[config.mk]
export PLATFORM = sky130hd
export DESIGN_NAME = conv_encoder_packetizer
export DESIGN_NICKNAME = d
export VERILOG_FILES = /design/src/rtl/conv_encoder_packetizer_pkg.sv /design/src/rtl/conv_encoder_packetizer_sync_fifo.sv /design/src/rtl/conv_encoder_packetizer.sv
export SDC_FILE = /design/constraint.sdc
export NUM_CORES = 1
export LEC_CHECK = 0
export ABC_AREA = 1
export BUFFER_PORTS_ARGS = -buffer_cell sky130_fd_sc_hd__buf_2
export CORE_MARGIN = 8
export CORE_UTILIZATION = 25
export CTS_BUF_LIST = sky130_fd_sc_hd__clkbuf_4 sky130_fd_sc_hd__clkbuf_8
export DETAILED_ROUTE_END_ITERATION = 8
export HOLD_SLACK_MARGIN = 0.12
export PLACE_DENSITY = 0.4
export SLEW_MARGIN = 30
export SYNTH_ARGS = -nofsm -noshare
export SYNTH_HDL_FRONTEND = slang
export SYNTH_SLANG_ARGS = --single-unit
[constraint.sdc]
create_clock -name clk -period 3.8 [get_ports clk]
set_input_delay 0.76 -clock clk [delete_from_list [all_inputs] [get_ports clk]]
set_output_delay 0.76 -clock clk [all_outputs]
set_load 0.01 [all_outputs]
[src/rtl/conv_encoder_packetizer_pkg.sv]
// Shared constants, FSM encoding and code-pair helper for the K=3 rate-1/2 encoder.
// Latency: n/a (declarations only).
// Backpressure: n/a.
package conv_encoder_packetizer_pkg;

   localparam int VITERBI_K      = 3;
   localparam int VITERBI_PAIRS  = 8;
   localparam int VITERBI_WORD_W = 2 * VITERBI_PAIRS;

   // Default generators, taps ordered {u, s1, s2}
   localparam logic [VITERBI_K-1:0] G0_DEFAULT = 3'b111;
   localparam logic [VITERBI_K-1:0] G1_DEFAULT = 3'b101;

   typedef enum logic {
      ST_IDLE   = 1'b0,
      ST_ENCODE = 1'b1
   } enc_state_t;

   // One code pair: bit [1] from g0, bit [0] from g1
   function automatic logic [1:0] conv_pair(
      input logic [VITERBI_K-1:0] g0,
      input logic [VITERBI_K-1:0] g1,
      input logic                 u,
      input logic                 s1,
      input logic                 s2
   );
      logic [VITERBI_K-1:0] taps;
      taps = {u, s1, s2};
      return {^(g0 & taps), ^(g1 & taps)};
   endfunction

endpackage

[src/rtl/conv_encoder_packetizer_sync_fifo.sv]
// Generic single-clock FIFO with registered storage and raw head-of-queue read.
// Latency: a pushed word is visible at head the cycle after the push edge.
// Backpressure: pushes while full (without a same-cycle pop) and pops while empty are ignored.
module sync_fifo #(
   parameter int WIDTH = 16,
   parameter int DEPTH = 2
) (
   input  logic                         clk,
   input  logic                         rst,
   input  logic                         push,
   input  logic [WIDTH-1:0]             push_data,
   input  logic                         pop,
   output logic [WIDTH-1:0]             head,
   output logic                         full,
   output logic                         empty,
   output logic [$clog2(DEPTH+1)-1:0]   count
);

   localparam int AW = (DEPTH > 1) ? $clog2(DEPTH) : 1;
   localparam int CW = $clog2(DEPTH + 1);

   logic [WIDTH-1:0] mem [DEPTH];
   logic [AW-1:0]    wr_ptr;
   logic [AW-1:0]    rd_ptr;
   logic [CW-1:0]    cnt;
   logic             do_push;
   logic             do_pop;

   assign empty   = (cnt == '0);
   assign full    = (cnt == CW'(DEPTH));
   assign count   = cnt;
   assign head    = mem[rd_ptr];
   assign do_pop  = pop && !empty;
   assign do_push = push && (!full || do_pop);

   // Pointer and occupancy bookkeeping; pointers wrap naturally (DEPTH is a power of 2)
   always_ff @(posedge clk) begin
      if (rst) begin
         wr_ptr <= '0;
         rd_ptr <= '0;
         cnt    <= '0;
      end else begin
         if (do_push) wr_ptr <= wr_ptr + AW'(1);
         if (do_pop)  rd_ptr <= rd_ptr + AW'(1);
         case ({do_push, do_pop})
            2'b10:   cnt <= cnt + CW'(1);
            2'b01:   cnt <= cnt - CW'(1);
            default: cnt <= cnt;
         endcase
      end
   end

   // Storage write; contents need no reset since empty gates their use
   always_ff @(posedge clk) begin
      if (do_push) mem[wr_ptr] <= push_data;
   end

endmodule

[src/rtl/conv_encoder_packetizer.sv]
// Rate-1/2 K=3 convolutional encoder: one byte in, one 16-bit coded word queued out.
// Latency: accept at edge T, word pushed at edge T+8, next accept possible at edge T+9.
// Backpressure: msg_ready drops while encoding or when the output FIFO is full (space reserved at accept).
module conv_encoder_packetizer
   import conv_encoder_packetizer_pkg::*;
#(
   parameter int         DEPTH = 2,
   parameter logic [2:0] G0    = G0_DEFAULT,
   parameter logic [2:0] G1    = G1_DEFAULT
) (
   input  logic                      clk,
   input  logic                      rst,
   input  logic [7:0]                msg_in,
   input  logic                      msg_valid,
   output logic                      msg_ready,
   output logic [VITERBI_WORD_W-1:0] code_out,
   output logic                      code_valid,
   input  logic                      code_ready,
   output logic                      busy
);

   localparam int         CW       = $clog2(DEPTH + 1);
   localparam logic [2:0] LAST_IDX = 3'(VITERBI_PAIRS - 1);

   enc_state_t                state_q;
   enc_state_t                state_d;
   logic [2:0]                idx_q;
   logic                      s1_q;
   logic                      s2_q;
   logic [7:0]                msg_q;
   logic [VITERBI_WORD_W-1:0] word_q;

   logic                      accept;
   logic                      enc_push;
   logic                      u;
   logic [1:0]                pair;
   logic [VITERBI_WORD_W-1:0] word_next;

   logic [VITERBI_WORD_W-1:0] fifo_head;
   logic                      fifo_full;
   logic                      fifo_empty;
   logic [CW-1:0]             fifo_count;
   logic                      fifo_pop;

   // Current code pair; word fills from the top so pair 0 ends up in [1:0] after 8 shifts
   assign u         = msg_q[idx_q];
   assign pair      = conv_pair(G0, G1, u, s1_q, s2_q);
   assign word_next = {pair, word_q[VITERBI_WORD_W-1:2]};
   assign accept    = msg_valid && msg_ready;

   // FSM state register
   always_ff @(posedge clk) begin
      if (rst) state_q <= ST_IDLE;
      else     state_q <= state_d;
   end

   // Next-state, accept and push decode; no accept possible in the push cycle since state is ENCODE
   always_comb begin
      state_d   = state_q;
      msg_ready = 1'b0;
      enc_push  = 1'b0;
      busy      = 1'b0;
      case (state_q)
         ST_IDLE: begin
            msg_ready = !rst && !fifo_full;
            if (msg_valid && msg_ready) state_d = ST_ENCODE;
         end
         ST_ENCODE: begin
            busy = 1'b1;
            if (idx_q == LAST_IDX) begin
               enc_push = 1'b1;
               state_d  = ST_IDLE;
            end
         end
         default: state_d = ST_IDLE;
      endcase
   end

   // Shift register, bit index and word assembly; every packet restarts from the zero state
   always_ff @(posedge clk) begin
      if (rst) begin
         idx_q  <= '0;
         s1_q   <= 1'b0;
         s2_q   <= 1'b0;
         msg_q  <= '0;
         word_q <= '0;
      end else if (accept) begin
         idx_q  <= '0;
         s1_q   <= 1'b0;
         s2_q   <= 1'b0;
         msg_q  <= msg_in;
         word_q <= '0;
      end else if (state_q == ST_ENCODE) begin
         idx_q  <= idx_q + 3'd1;
         s2_q   <= s1_q;
         s1_q   <= u;
         word_q <= word_next;
      end
   end

   assign fifo_pop   = code_valid && code_ready;
   assign code_valid = (fifo_count != '0);
   assign code_out   = fifo_empty ? '0 : fifo_head;

   sync_fifo #(
      .WIDTH (VITERBI_WORD_W),
      .DEPTH (DEPTH)
   ) u_fifo (
      .clk       (clk),
      .rst       (rst),
      .push      (enc_push),
      .push_data (word_next),
      .pop       (fifo_pop),
      .head      (fifo_head),
      .full      (fifo_full),
      .empty     (fifo_empty),
      .count     (fifo_count)
   );

endmodule

==> impl_metrics.sql <==
INSERT INTO impl_metrics (metric_group, metric, value, unit) VALUES
('grt', 'grt_pass1_vias', '1976', ''),
('synthesis', 'synth_cell_type_count', '25', ''),
('critical_path', 'worst_setup_path_endpoint', 'code_out[7]', ''),
('cells_and_area', 'final-instance-count-excl-fill', '442', ''),
('power', 'total_leakage_power', '1.24', 'nW'),
('clock_tree', 'cts_tree', 'yes', ''),
('critical_path', 'required', '3.04', 'ns'),
('die', 'fp.dieH', '118', 'um'),
('clock_tree', 'postCtsHoldBufs', '0', ''),
('cells_and_area', 'number_of_inserted_filler_cells_in_the_final_layout', '1074', ''),
('placed_design', 'place_congestion', '0.661', ''),
('sta', 'timing.final.max_slew_violations', '0', ''),
('critical_path', 'crit_path_cell_trace', 'buf_4 -> inv_1 -> nand2_1 -> a21oi_1 -> buf_2', ''),
('grt', 'grt.total_usage', '0.0884', ''),
('sta', 'layout_min_cycle_time', '2.49', 'ns'),
('cells_and_area', 'post_route_cells_drive_above_1_share', '0.219', ''),
('cells_and_area', 'postLayoutCellArea', '3140', 'um2'),
('routing', 'via_count', '1833', ''),
('cells_and_area', 'final_nets', '316', ''),
('clock_tree', 'cts_buffers', '9', ''),
('critical_path', 'worst-r2r-setup-slack', '1.68', 'ns'),
('placed_design', 'io_buffers', '30', ''),
('sta', 'final_critical_path_setup_slack', '1.31', 'ns'),
('synthesis', 'flip_flop_cell_with_the_highest_count_after_synthesis', 'sky130_fd_sc_hd__dfxtp_1', ''),
('sta', 'max_slew_margin', '0.440', ''),
('placed_design', 'pre_cts_slack', '1.53', 'ns'),
('clock_tree', 'setup_fix_buffers_added_after_clock_tree_synthesis', '0', ''),
('worst_hold_path', 'holdCritPathClass', 'reg2reg', ''),
('synthesis', 'synth_nets', '282', ''),
('critical_path', 'worstSetupPathType', 'reg2out', ''),
('sta', 'fin_crit_sh', '0.656', ''),
('routing', 'post_drt_via_cell_ratio', '4.15', ''),
('synthesis', 'synth_warnings', '0', ''),
('clock_tree', 'clock_path_buffers', '2', ''),
('clock_tree', 'cts_htree_levels', '3', ''),
('sta', 'hold_viol', '0', ''),
('die', 'num_io_pins', '31', ''),
('critical_path', 'number_of_cells_on_the_critical_path', '5', ''),
('grt', 'largest_net_degree_at_the_start_of_global_routing', '30', ''),
('grt', 'grt_pass1_wl', '9830', 'um'),
('synthesis', 'netlist_area', '2600', 'um2'),
('critical_path', 'rr_worst_depth', '7', ''),
('critical_path', 'worst_path_largest_cell_delay', '0.45', 'ns'),
('synthesis', 'synth_top_area_frac', '0.369', ''),
('clock_tree', 'cts-resized-gates', '0', ''),
('critical_path', 'critPathSlowestCell', 'sky130_fd_sc_hd__inv_1', ''),
('critical_path', 'path_max_fanout', '17', ''),
('cells_and_area', 'final-seq-area', '1620', 'um2'),
('critical_path', 'cpLargestDelayFamily', 'buffers and inverters', ''),
('synthesis', 'synth_seq_area_share', '0.623', ''),
('die', 'start_util', '0.254', ''),
('routing', 'ant_nets', '0', ''),
('critical_path', 'critical_path_buf_inv_count', '3', ''),
('status', 'outcome', 'complete, no violations', ''),
('sta', 'fmaxAchievable', '401', 'MHz'),
('synthesis', 'postSynthAreaPerCell', '9.75', 'um2'),
('cells_and_area', 'num_antenna_cells', '0', ''),
('routing', 'wirelength', '5610', 'um'),
('run', 'max_cap_violations', '0', ''),
('critical_path', 'worst_setup_path_start_kind', 'register', ''),
('critical_path', 'crit_arrival', '1.73', 'ns'),
('clock_tree', 'cts_root_buffer', 'sky130_fd_sc_hd__clkbuf_8', ''),
('routing', 'firstDrtPassIters', '4', ''),
('sta', 'setup_viol', '0', ''),
('cells_and_area', 'flow.area_growth_from_synthesis', '20.6', '%'),
('placed_design', 'postPlaceCellArea', '2890', 'um2'),
('placed_design', 'place_inst', '426', ''),
('critical_path', 'worstReg2RegStart', 'u_fifo.count[0]$_SDFFE_PP0P_', ''),
('clock_tree', 'clkSinkCount', '65', ''),
('power', 'power.density', '505', 'nW/um2'),
('power', 'max-vdd-ir-drop', '0.200', 'mV');
[metrics by stage]
step	total power, W	utilization
floorplan	0.000852	-
global placement	0.000879	0.283
detailed placement	0.000879	0.283
CTS	0.00161	0.307
global route	0.00166	0.307
finish	0.00159	0.307
[cell families after synthesis]
group / count (synthesis) / synth area share
and+or+nand+nor: 112 / 0.183
AOI/OAI and AO/OA: 52 / 0.118
buffers and inverters: 33 / 0.0553
adders and majority gates: 3 / 0.0144
DFF: 65 / 0.623
xor gates and xnor gates: 2 / 0.00673
[Yosys cell counts (2+ instances only)]
cell type	count
sky130_fd_sc_hd__a21oi_1	31
sky130_fd_sc_hd__a21oi_2	7
sky130_fd_sc_hd__clkbuf_1	7
sky130_fd_sc_hd__dfxtp_1	33
sky130_fd_sc_hd__edfxtp_1	32
sky130_fd_sc_hd__ha_1	3
sky130_fd_sc_hd__inv_1	21
sky130_fd_sc_hd__nand2_1	74
sky130_fd_sc_hd__nand2_4	2
sky130_fd_sc_hd__nand3_1	19
sky130_fd_sc_hd__nor2_1	14
sky130_fd_sc_hd__nor2_2	2
sky130_fd_sc_hd__o21ai_0	7
sky130_fd_sc_hd__o21ai_2	4
[report_power, final]
part	switching (W)	internal (W)	total (W)
sequential	0.0000103	0.000749	0.000759
combinational	0.0000687	0.0000329	0.000102
clock	0.000278	0.000447	0.000725
[flip-flops by register name, summed over array words and instances (netlist names), named ones only]
name	cells
u_fifo.count	2
word_q	14
s1_q	1
idx_q	3
u_fifo.mem	32
s2_q	1
u_fifo.rd_ptr	1
u_fifo.wr_ptr	1
msg_q	8
state_q	1
[cell usage in the layout, fill, tap and decap left out, drive strengths merged]
master and count:
nand2 76, a21oi 38, buf 34, dfxtp 33, edfxtp 32, inv 23, nand3 19, nor2 16
o21ai 12, clkbuf 10, ha 3, bufinv 3, xnor2 1, nor3 1, o31ai 1, o211ai 1
xor2 1, clkinv 1, clkinvlp 1
[layout make-up]
cell class / count / share of cell area
Sequential cell: 65 / 0.517
Multi-Input combinational cell: 169 / 0.267
Inverter: 22 / 0.0263
Clock inverter: 6 / 0.0367
Tap cell: 136 / 0.0542
Timing Repair Buffer: 34 / 0.0574
Clock buffer: 10 / 0.0418
[how the worst min path moves through the flow]
stage | startpoint | to | slack, ns | cells after the start
2_1_floorplan | u_fifo.rd_ptr$_SDFFE_PP0P_ | register | 0.43 | 1
3_3_place_gp | u_fifo.rd_ptr$_SDFFE_PP0P_ | u_fifo.rd_ptr$_SDFFE_PP0P_ | 0.44 | 1
3_5_place_dp | u_fifo.rd_ptr$_SDFFE_PP0P_ | u_fifo.rd_ptr$_SDFFE_PP0P_ | 0.45 | 1
4_1_cts | u_fifo.rd_ptr$_SDFFE_PP0P_ | u_fifo.rd_ptr$_SDFFE_PP0P_ | 0.46 | 1
5_1_grt | word_q[12]$_SDFFE_PP0P_ | u_fifo.mem[0][10]$_DFFE_PP_ | 0.50 | 0
6_report | u_fifo.rd_ptr$_SDFFE_PP0P_ | u_fifo.rd_ptr$_SDFFE_PP0P_ | 0.46 | 1
[metal layers]
metal	up-vias	share of wire	GRT usage
met1	839	0.50	0.107
met5	-	0	0
met2	34	0.44	0.138
met3	5	0.049	0.0388
li1	955	-	-
met4	0	0.011	0.0264
Note: power is estimated with default switching activity, not from simulation.
